[src/rtl/counter_pkg.sv]
// Shared constants for up/down counters: boundary mode and direction encodings,
// plus the elaboration-time parameter legality check.
package counter_pkg;

    localparam int CNT_MODE_WRAP = 0;
    localparam int CNT_MODE_SAT  = 1;

    typedef enum logic {
        CNT_DIR_DOWN = 1'b0,
        CNT_DIR_UP   = 1'b1
    } cnt_dir_e;

    // Widths of 31+ bits can hold any positive int MAX_COUNT.
    function automatic bit cnt_params_ok(input int width, input int max_count, input int saturate);
        bit ok;
        ok = (width >= 1) && (max_count >= 1);
        if (ok && width < 31) begin
            ok = (max_count <= ((1 << width) - 1));
        end
        ok = ok && ((saturate == CNT_MODE_WRAP) || (saturate == CNT_MODE_SAT));
        return ok;
    endfunction

endpackage

[src/rtl/counter_updown_mod_if.sv]
// Control/status bundle between a counter and its user. The master drives the
// step/clear/load controls; the slave (the counter) returns count, tc and rollover.
interface counter_updown_mod_if #(
    parameter int WIDTH = 8
) ();

    logic             enable;
    logic             clear;
    logic             load;
    logic [WIDTH-1:0] load_value;
    logic             up;
    logic [WIDTH-1:0] count;
    logic             tc;
    logic             rollover;

    modport master (
        output enable, clear, load, load_value, up,
        input  count, tc, rollover
    );

    modport slave (
        input  enable, clear, load, load_value, up,
        output count, tc, rollover
    );

endinterface

[src/rtl/counter_next_calc.sv]
// Combinational next-count arithmetic: step value with wrap/saturate at the bounds,
// boundary detect for the current direction, and load clamp. Zero latency, no flow control.
module counter_next_calc
    import counter_pkg::*;
#(
    parameter int WIDTH     = 8,
    parameter int MAX_COUNT = 255,
    parameter int SATURATE  = CNT_MODE_WRAP
) (
    input  logic [WIDTH-1:0] count_i,
    input  logic             up_i,
    input  logic [WIDTH-1:0] load_value_i,
    output logic [WIDTH-1:0] step_o,
    output logic             bound_o,
    output logic [WIDTH-1:0] load_o
);

    localparam logic [WIDTH-1:0] MAX_W = WIDTH'(MAX_COUNT);
    localparam bit               SAT   = (SATURATE == CNT_MODE_SAT);

    logic at_max;
    logic at_zero;
    logic dir_up;

    assign at_max  = (count_i == MAX_W);
    assign at_zero = (count_i == '0);
    assign dir_up  = (cnt_dir_e'(up_i) == CNT_DIR_UP);
    assign bound_o = dir_up ? at_max : at_zero;
    assign load_o  = (load_value_i > MAX_W) ? MAX_W : load_value_i;

    always_comb begin
        step_o = count_i;
        if (dir_up) begin
            if (at_max) begin
                step_o = SAT ? MAX_W : '0;
            end else begin
                step_o = count_i + WIDTH'(1);
            end
        end else begin
            if (at_zero) begin
                step_o = SAT ? '0 : MAX_W;
            end else begin
                step_o = count_i - WIDTH'(1);
            end
        end
    end

endmodule

[src/rtl/counter_updown_mod.sv]
// Up/down modulo counter with clear > load > step priority, wrap or saturate at the bounds.
// count/rollover update one edge after sampling, tc is combinational; always accepts inputs.
module counter_updown_mod
    import counter_pkg::*;
#(
    parameter int WIDTH     = 8,
    parameter int MAX_COUNT = 255,
    parameter int SATURATE  = CNT_MODE_WRAP
) (
    input  logic                 clk,
    input  logic                 reset,
    counter_updown_mod_if.slave  bus
);

    if (!cnt_params_ok(WIDTH, MAX_COUNT, SATURATE)) begin : g_bad_params
        $error("counter_updown_mod: illegal WIDTH/MAX_COUNT/SATURATE combination");
    end

    logic [WIDTH-1:0] count_q;
    logic [WIDTH-1:0] count_d;
    logic             rollover_q;
    logic             rollover_d;
    logic [WIDTH-1:0] step_val;
    logic [WIDTH-1:0] load_val;
    logic             bound;

    counter_next_calc #(
        .WIDTH     (WIDTH),
        .MAX_COUNT (MAX_COUNT),
        .SATURATE  (SATURATE)
    ) u_next (
        .count_i      (count_q),
        .up_i         (bus.up),
        .load_value_i (bus.load_value),
        .step_o       (step_val),
        .bound_o      (bound),
        .load_o       (load_val)
    );

    always_comb begin
        count_d    = count_q;
        rollover_d = 1'b0;
        if (bus.clear) begin
            count_d = '0;
        end else if (bus.load) begin
            count_d = load_val;
        end else if (bus.enable) begin
            count_d    = step_val;
            rollover_d = bound;
        end
    end

    always_ff @(posedge clk or negedge reset) begin
        if (!reset) begin
            count_q    <= '0;
            rollover_q <= 1'b0;
        end else begin
            count_q    <= count_d;
            rollover_q <= rollover_d;
        end
    end

    // tc looks ahead to the next edge and deliberately ignores clear/load.
    assign bus.tc       = bus.enable & bound;
    assign bus.count    = count_q;
    assign bus.rollover = rollover_q;

endmodule

[src/flat_wrapper.sv]
// flat-port wrapper written by rule: the top's interface ports become plain ports
module counter_updown_mod_flat import counter_pkg::*;
#(
    parameter int WIDTH     = 8,
    parameter int MAX_COUNT = 255,
    parameter int SATURATE  = CNT_MODE_WRAP
)
  (clk, reset, bus_enable, bus_clear, bus_load, bus_load_value, bus_up, bus_count, bus_tc, bus_rollover);
  counter_updown_mod_if #(.WIDTH(WIDTH)) bus_i ();
  input  logic clk;
  input  logic reset;
  input wire logic [$bits(bus_i.enable)-1:0] bus_enable;
  input wire logic [$bits(bus_i.clear)-1:0] bus_clear;
  input wire logic [$bits(bus_i.load)-1:0] bus_load;
  input wire logic [$bits(bus_i.load_value)-1:0] bus_load_value;
  input wire logic [$bits(bus_i.up)-1:0] bus_up;
  output wire logic [$bits(bus_i.count)-1:0] bus_count;
  output wire logic [$bits(bus_i.tc)-1:0] bus_tc;
  output wire logic [$bits(bus_i.rollover)-1:0] bus_rollover;
  assign bus_i.enable = bus_enable;
  assign bus_i.clear = bus_clear;
  assign bus_i.load = bus_load;
  assign bus_i.load_value = bus_load_value;
  assign bus_i.up = bus_up;
  assign bus_count = bus_i.count;
  assign bus_tc = bus_i.tc;
  assign bus_rollover = bus_i.rollover;
  counter_updown_mod #(.WIDTH(WIDTH), .MAX_COUNT(MAX_COUNT), .SATURATE(SATURATE)) u_core (.clk(clk), .reset(reset), .bus(bus_i));
endmodule
[config.mk]
export PLATFORM = sky130hd
export DESIGN_NAME = counter_updown_mod_flat
export DESIGN_NICKNAME = d
export VERILOG_FILES = /design/src/rtl/counter_pkg.sv /design/src/rtl/counter_updown_mod_if.sv /design/src/rtl/counter_next_calc.sv /design/src/rtl/counter_updown_mod.sv /design/src/flat_wrapper.sv
export SDC_FILE = /design/constraint.sdc
export NUM_CORES = 1
export LEC_CHECK = 0
export BUFFER_PORTS_ARGS = -buffer_cell sky130_fd_sc_hd__buf_2
export CAP_MARGIN = 20
export CORE_MARGIN = 1.5
export CORE_UTILIZATION = 52
export CTS_CLUSTER_SIZE = 20
export DETAILED_ROUTE_END_ITERATION = 6
export PLACE_DENSITY = 0.76
export SYNTH_ARGS = -nofsm -noshare
export SYNTH_HDL_FRONTEND = slang
export SYNTH_SLANG_ARGS = --single-unit
export TNS_END_PERCENT = 20
[constraint.sdc]
create_clock -name clk -period 2 [get_ports clk]
set_clock_uncertainty 0.1 [all_clocks]
set_input_delay 0 -clock clk [delete_from_list [all_inputs] [get_ports clk]]
set_output_delay 0 -clock clk [all_outputs]
set_load 0.05 [all_outputs]
After elaboration in Yosys (flattened, before gate mapping) --
Cells that the tools add are included.
Operators by class: $add $sub $neg 2, $lt $le $gt $ge 1, equal/unequal tests 1, multiplexer cells 11, bitwise operators 1, reductions and logical operators 2
Operators with widths (count):
- two-way mux 8 bit | 7
- adder 8 x 1 -> 8 bit (second input constant) | 1
- == test 8 bit (second input constant) | 1
- greater-than comparator 8 bit (second input constant) | 1
- zero test 8 bit | 1
- subtractor 8 x 1 -> 8 bit (second input constant) | 1
- two-way mux 1 bit | 4
- nonzero test 3 bit | 1
- AND 1 bit | 1
Word-level totals: register bits after elaboration 9, input bits 14, output and inout port bits 10, word-level logic and storage cells 20

Longest topological paths before layout --
Gate-level depths: netlist of the first run.
depth in word-level cells 6, mapped depth 7, gate-level depth less buffers 6

Cells and area by module --
From an unflattened synthesis of the first run, not the netlist that was laid out.
Second synthesis, totals: cells, all modules 109, area total of the unflattened synthesis 933.4 um2
By module, submodules not included:
- counter_next_calc | times used 1, cells an instance 70, area an instance 479.2 um2, sequential area each 0.0 um2
- counter_updown_mod | times used 1, cells an instance 39, area an instance 454.2 um2, sequential area each 225.2 um2

Worst setup path before layout of the first run --
No wires, ideal clock.
kind flip-flop to output port, from register u_core.count_q[4] (netlist: u_core.bus.count[4]), to output port bus_tc, arrival 1916 ps, data required time 1900 ps, path slack -16 ps, cell stages (with the launch flop) 6, path buffers 1, cell sequence dfrtp_1 buf_6 nor4_4 and4_1 a21oi_1 and2b_1
Between the ends: longest elaborated chain between the ends 3, elaborated cells on any way between the ends 4, those cells by class 1 x eq/ne; 1 x mux; 1 x bitwise; 1 x reduce/logical
RTL lines:
- start, declared | line counter_updown_mod.sv:19 | logic [WIDTH-1:0] count_q;
- start signal, assigned | line counter_updown_mod.sv:58 | count_q <= count_d;
- == test 8 bit or zero test 8 bit (tied branches) | line counter_next_calc.sv:25, counter_next_calc.sv:26
- two-way mux 1 bit * | line counter_next_calc.sv:28 | assign bound_o = dir_up ? at_max : at_zero;
- AND 1 bit * | line counter_updown_mod.sv:64 | assign bus.tc = bus.enable & bound;
- end, declared | line flat_wrapper.sv:18 | output wire logic [$bits(bus_i.tc)-1:0] bus_tc;
Mark *: on every way between the ends. The rest lies on a longest branch, timed or not.

Final worst setup path of the first run --
from register u_core.count_q[1] (netlist: u_core.bus.count[1]), to output port bus_tc
Same word-level chain as after synthesis.

==> out/qor.csv, run 1 <==
metric,value,unit
outcome,completed,
cp_slowest_cell,dfrtp_2,
vias_per_cell,6.50,
dp.cells,144,
crit_buf_inv,2,
clockRootBuffer,clkbuf_4,
final_area,1190,um2
worst_skew_pair.late_latency,0.28,ns
period_minus_slack,1.92,ns
synth_top_area_share,24.6,%
criticalPathCategory,flop to primary output,
drtIter0Drc,63,
synth_top_family_by_area,simple AND/OR/NAND/NOR gates,
power,0.000651,W
synthAdderAreaFrac,4.09,%
nets,162,
cp_top_family,flip-flops,
io_buffers,23,
drt_wl_total,2620,um
max_stage_delay,0.45,ns
synth_compound_gate_area_share,26.7,%
drc_errors,0,
layout-drive-gt1-share,32.6,%
swShare,41.3,%
clk_transition_reported_paths,0.07,ns
p_comb_share,42.2,%
end_kind,primary output,
layout.cells.non_filler,160,
setup_violations,0,
rsz0062_at_grt,no,
synth_common_cells,"11 x a21oi_1, 9 x dfrtp_1, 7 x nor3b_1, 7 x o21ai_0, 6 x nand2_1",
relSlewSlack,78.0,%
die_x,45.0,um
fmax,521,MHz
vias,1040,
power_frac_clock,23.5,%
syn-num-nets,127,
gr-total-overflow,0,
die_h,45.0,um
htree_levels,1,
grt_pass1_wl,4080,um
ys.flop_type,dfrtp_1,
ys_seq_elements,9,
avgSynthCellArea,8.34,um2
grt_max_degree,20,
critPathArrivalTime,1.82,ns
cts_buffers,3,
synth_top_area_cell,dfrtp_1,
clock_sinks,9,
gp_congestion,0.910,
synth_xor_area_share,6.68,%
antenna_cells_inserted,0,
synth_edf_count,0,
seqPwrFrac,34.3,%
synth_area_leaders,"dfrtp_1 25%, a21oi_1 6.0%, nor3b_1 5.7%, ha_1 4.1%, o21ai_0 3.8%",
ys_warn_count,0,
whs,0.00561,ns
cp.depth,6,
startpoint_type,flop,
hold_path.class,primary input to asynchronous set/reset pin,
synth-seq-area-share,24.6,%
drv_slew,0,
synthCells,110,
start_util,58.2,%
synthArstFlopShare,100,%
switchingPower,0.000269,W
post-route-util,75.8,%
dpl_cell_area,1030,um2
powerDensity,545,nW/um2
p_int,0.000382,W
die_area,2020,um2
yosys.area_share.simple,28.1,%
gr-usage-all-layers,28.1,%
area_delta_synth_final,30.3,%
dr.pass1.iters,4,
critPathMaxFanout,7,
vdd_drop_max,511,uV
ios,24,
antenna_found_initial,0,
worst_pin_slew,0.329,ns
critPathRequiredTime,1.90,ns
fp-row-count,14,
grt_pass1_vias,900,
rr_worst_depth,5,
wl_per_cell,16.4,um
yosysMostFrequentCell,a21oi_1,
hold_viol_final,0,
syn-cell-area,917,um2
clockBufferDepth,2,
muxShareOfSynthArea,1.09,%
power.static_leakage,0.497,nW
cts_tree,yes,
ant_nets,0,
hpwl,1750,um
synth_cell_types,43,
crit_path_cell_trace,"inv_1, ha_1, and4_1, a21oi_2, and2b_2, buf_4",
core,1580,um2
period_share,95.9,%
max-cap-violations,0,
-- cells in the final DEF, fill, tap and decap left out, types with 4 or more instances in the layout --
master,Yosys,routed
xnor2_1,4,4
o21ai_0,7,7
nand2_1,6,6
dlygate4sd3_1,0,9
nor3b_1,7,7
nand3_1,4,4
dfrtp_1,9,6
o31ai_1,4,4
buf_4,1,8
buf_2,4,22
a21oi_1,11,10
inv_1,5,5
-- path summary, 6_finish.rpt --
check	start	to	slack (ns)
max	u_core.bus.count[1]$_DFFE_PN0P_	bus_tc	0.08
min	reset	u_core.bus.count[5]$_DFFE_PN0P_	0.006
max reg2reg	u_core.bus.count[1]$_DFFE_PN0P_	u_core.bus.count[5]$_DFFE_PN0P_	0.16
min reg2reg	u_core.bus.count[7]$_DFFE_PN0P_	u_core.bus.count[0]$_DFFE_PN0P_	0.59
max in group asynchronous	reset	u_core.bus.count[3]$_DFFE_PN0P_	1.57
min in group clk	bus_enable	u_core.bus.rollover$_DFF_PN0_	0.04
-- metal layers --
metal / track usage, % / wire length (um) / up-vias
met1: 35.6 / 1130 / 487
met3: 6.00 / 179 / 15
met5: 0 / 0 / -
met4: 13.5 / 87 / 0
met2: 45.1 / 1230 / 49
li1: - / - / 489
-- final cells by class --
class / instances / area, um2
multi-input cells: 86 / 634
fillers: 122 / 382
repair buffers: 40 / 265
flip-flops and latches: 9 / 229
clock buffers: 3 / 22.5
well taps: 16 / 20.0
inverters: 5 / 18.8
clock inverters: 1 / 5.00
-- state kept, by name, summed over array words and instances, names as in the netlist --
signal / cells
u_core.bus.count: 8
u_core.bus.rollover: 1
-- power by group through the flow --
stage               combinational (W)  sequential [W]  clock [W]
CTS                          0.000260        0.000223   0.000155
global route                 0.000296        0.000225   0.000165
global placement             0.000241        0.000226          0
finish                       0.000274        0.000223   0.000153
floorplan                    0.000149        0.000260          0
detailed placement           0.000244        0.000226          0
-- metrics by stage --
step | TNS, ns | setup WS [ns]
floorplan | -0.0113 | -0.0113
detailed placement | 0 | 0.128
finish | 0 | 0.0823
global route | 0 | 0.00326
CTS | 0 | 0.0182
global placement | 0 | 0.187
-- repair_timing --
item / CTS / global route
hold buffers: 9 / 0
setup endpoints to repair: 1 / 1
endpoints found under the hold margin: 17 / 0
resized for setup: 4 / 4
setup buffers: 0 / 3
pin swaps: 0 / 1
-- worst reg2reg max path: cells and delay by family, from the launching register on --
family,cells,cell delay (ns)
AO/OA/AOI/OAI,3,0.59
buffers and inverters,1,0.17
flip-flops,1,0.47
AND/OR/NAND/NOR,1,0.38
-- cell families after synthesis --
| kind of cell | Yosys count |
|---|---|
| adder cells (fa/ha/maj) | 3 |
| buffers and inverters | 15 |
| flip-flops | 9 |
| AND/OR/NAND/NOR | 37 |
| XOR/XNOR | 7 |
| AO/OA/AOI/OAI | 38 |
| multiplexers | 1 |
Power figures use the tool's default switching activity.
==> run 2, diff against run 1 <==
--- a/config.mk
+++ b/config.mk
@@ -8,10 +8,11 @@
 export BUFFER_PORTS_ARGS = -buffer_cell sky130_fd_sc_hd__buf_2
 export CAP_MARGIN = 20
 export CORE_MARGIN = 1.5
-export CORE_UTILIZATION = 52
+export CORE_UTILIZATION = 54
+export CTS_BUF_LIST = sky130_fd_sc_hd__clkbuf_2 sky130_fd_sc_hd__clkbuf_4 sky130_fd_sc_hd__clkbuf_8
 export CTS_CLUSTER_SIZE = 20
 export DETAILED_ROUTE_END_ITERATION = 6
-export PLACE_DENSITY = 0.76
+export PLACE_DENSITY = 0.87
 export SYNTH_ARGS = -nofsm -noshare
 export SYNTH_HDL_FRONTEND = slang
 export SYNTH_SLANG_ARGS = --single-unit
==> run 2 against run 1 <==
Compared with the run above:
- die area down 3.5%
- utilization up 2.7 points
- global-route usage up 2.1 points
- largest cell class unchanged
- setup slack worse by 0.050 ns
- combinational power up 4%
- wire length up 11%
- sequential share of layout area down 0.24 points
- sequential power about the same
- critical endpoint unchanged
- critical path depth unchanged
- clock power up 6%
- first-iteration DRC count down 30%
- via count up 5.8%
==> out/qor.csv, run 2 (synthesis gave the netlist of run 1 again) <==
metric,value,unit,change
regArea,229,um2,unchanged
clock_sinks,9,,unchanged
cp.depth,6,,unchanged
drv_slew,0,,unchanged
multi_input_area,629,um2,-0.79%
crit_buf_inv,2,,unchanged
io_buffers,23,,unchanged
hpwl,1720,um,-1.7%
start_util,59.5,%,+1.3 points
relSlewSlack,76.4,%,-1.6 points
ios,24,,unchanged
gr-total-overflow,0,,unchanged
largest_reg_flops,8,,unchanged
grt_pass1_vias,975,,+8.3%
die_h,44.2,um,-1.7%
powerDensity,555,nW/um2,+2.0%
startpoint_type,flop,,
gr-usage-all-layers,30.2,%,+2.1 points
drc_errors,0,,unchanged
met2_wirelength,1450,um,+18%
final_cell_mix,"22 x buf_2, 10 x a21oi_1, 10 x buf_4, 9 x dlygate4sd3_1",,
dpl_cell_area,1030,um2,unchanged
clk_transition_reported_paths,0.06,ns,about the same
ant_nets,0,,unchanged
antenna_found_initial,0,,unchanged
vias_per_cell,6.79,,+4.5%
final_area,1210,um2,+1.3%
area_delta_synth_final,31.9,%,
worst_pin_slew,0.354,ns,+0.0243 ns
htree_levels,1,,unchanged
period_minus_slack,1.97,ns,+0.0498 ns
clockRootBuffer,clkbuf_4,,
die_x,44.2,um,-1.7%
wl_per_cell,18.0,um,+9.7%
max_stage_delay,0.46,ns,about the same
critPathArrivalTime,1.87,ns,+0.05 ns
hold_viol_final,0,,unchanged
vias,1100,,+5.8%
layout_commonest_cell,buf_2,,
critPathMaxFanout,7,,unchanged
dr.pass1.iters,5,,+1
met1_length,1080,um,-4.2%
wl_met3,203,um,+13%
period_share,98.4,%,+2.5 points
worst_skew_pair.late_latency,0.27,ns,about the same
cp_slowest_cell,dfrtp_2,,
gp_congestion,0.940,,+3.4%
cts_tree,yes,,
end_kind,primary output,,
crit_path_cell_trace,"inv_1, ha_1, and4_1, a21oi_2, and2b_2, clkbuf_4",,
critPathRequiredTime,1.90,ns,about the same
antenna_cells_inserted,0,,unchanged
power,0.000672,W,+3.3%
drt_wl_total,2910,um,+11%
die_area,1950,um2,-3.5%
vdd_drop_max,448,uV,-12%
core,1540,um2,-2.2%
drtIter0Drc,44,,-30%
clockBufferDepth,2,,unchanged
cts_buffers,3,,unchanged
outcome,completed,,
filler_cell_count,113,,-7.4%
r2r_slack,0.24,ns,+0.08 ns
power.static_leakage,0.507,nW,+2.1%
fmax,508,MHz,-2.5%
whs,0.00790,ns,+0.00229 ns
nets,164,,+1.2%
post-route-util,78.5,%,+2.7 points
criticalPathCategory,flop to primary output,,
grt_pass1_wl,4360,um,+6.8%
max-cap-violations,0,,unchanged
cp_top_family,flip-flops,,
setup_violations,0,,unchanged
grt_max_degree,20,,unchanged
hold_path.class,primary input to asynchronous set/reset pin,,
fp-row-count,14,,unchanged
rr_worst_depth,5,,unchanged
dr.max_layer_used,met4,,
layout-drive-gt1-share,32.9,%,+0.24 points
## run 2: cell count changes in the layout (fill, tap and decap cells not counted), sizes merged
cell,previous run,this run
buf,30,32
clkbuf,4,5
clkinv,1,0
## run 2: area by class of cell
class,instances,share of cell area (%)
multi-input combinational,86,52.0
timing repair buffer,42,23.4
sequential,9,18.9
clock buffer,4,2.48
tap,16,1.65
inverter,5,1.55
## run 2: layer usage
layer	vias to the layer above	track usage, %
met2	80	50.9
met1	503	37.4
met5	-	0
met4	0	15.8
li1	491	-
met3	26	3.67
## run 2: power breakdown
group          total, W  switching (W)  internal (W)
clock          0.000162      0.0000714     0.0000909
sequential     0.000224      0.0000281      0.000196
combinational  0.000286       0.000169      0.000117
total          0.000672       0.000268      0.000404
## run 2: path summary, 6_finish.rpt
kind                                                 start                         endpoint
setup / recovery           u_core.bus.count[1]$_DFFE_PN0P_                           bus_tc
hold / removal                                       reset  u_core.bus.count[2]$_DFFE_PN0P_
setup reg to reg           u_core.bus.count[0]$_DFFE_PN0P_  u_core.bus.count[5]$_DFFE_PN0P_
hold reg to reg            u_core.bus.count[7]$_DFFE_PN0P_  u_core.bus.count[0]$_DFFE_PN0P_
max in group asynchronous                            reset  u_core.bus.count[3]$_DFFE_PN0P_
min in group clk                                bus_enable    u_core.bus.rollover$_DFF_PN0_
## run 2: per-stage QoR
step	setup WS, ns	instances	TNS (ns)
after floorplan	-0.0113	110	-0.0113
after detailed placement	0.172	144	0
after global placement	0.227	144	0
after global routing	-0.0101	162	-0.0101
after CTS	0.0215	159	0
final	0.0325	162	0
## run 2: repair_timing
action                                 CTS  global route
setup endpoints to repair                1             1
hold buffers                             9             0
gates resized for setup                  4             3
endpoints found under the hold margin   17             0
pin swaps                                0             1
buffers inserted                         2             3
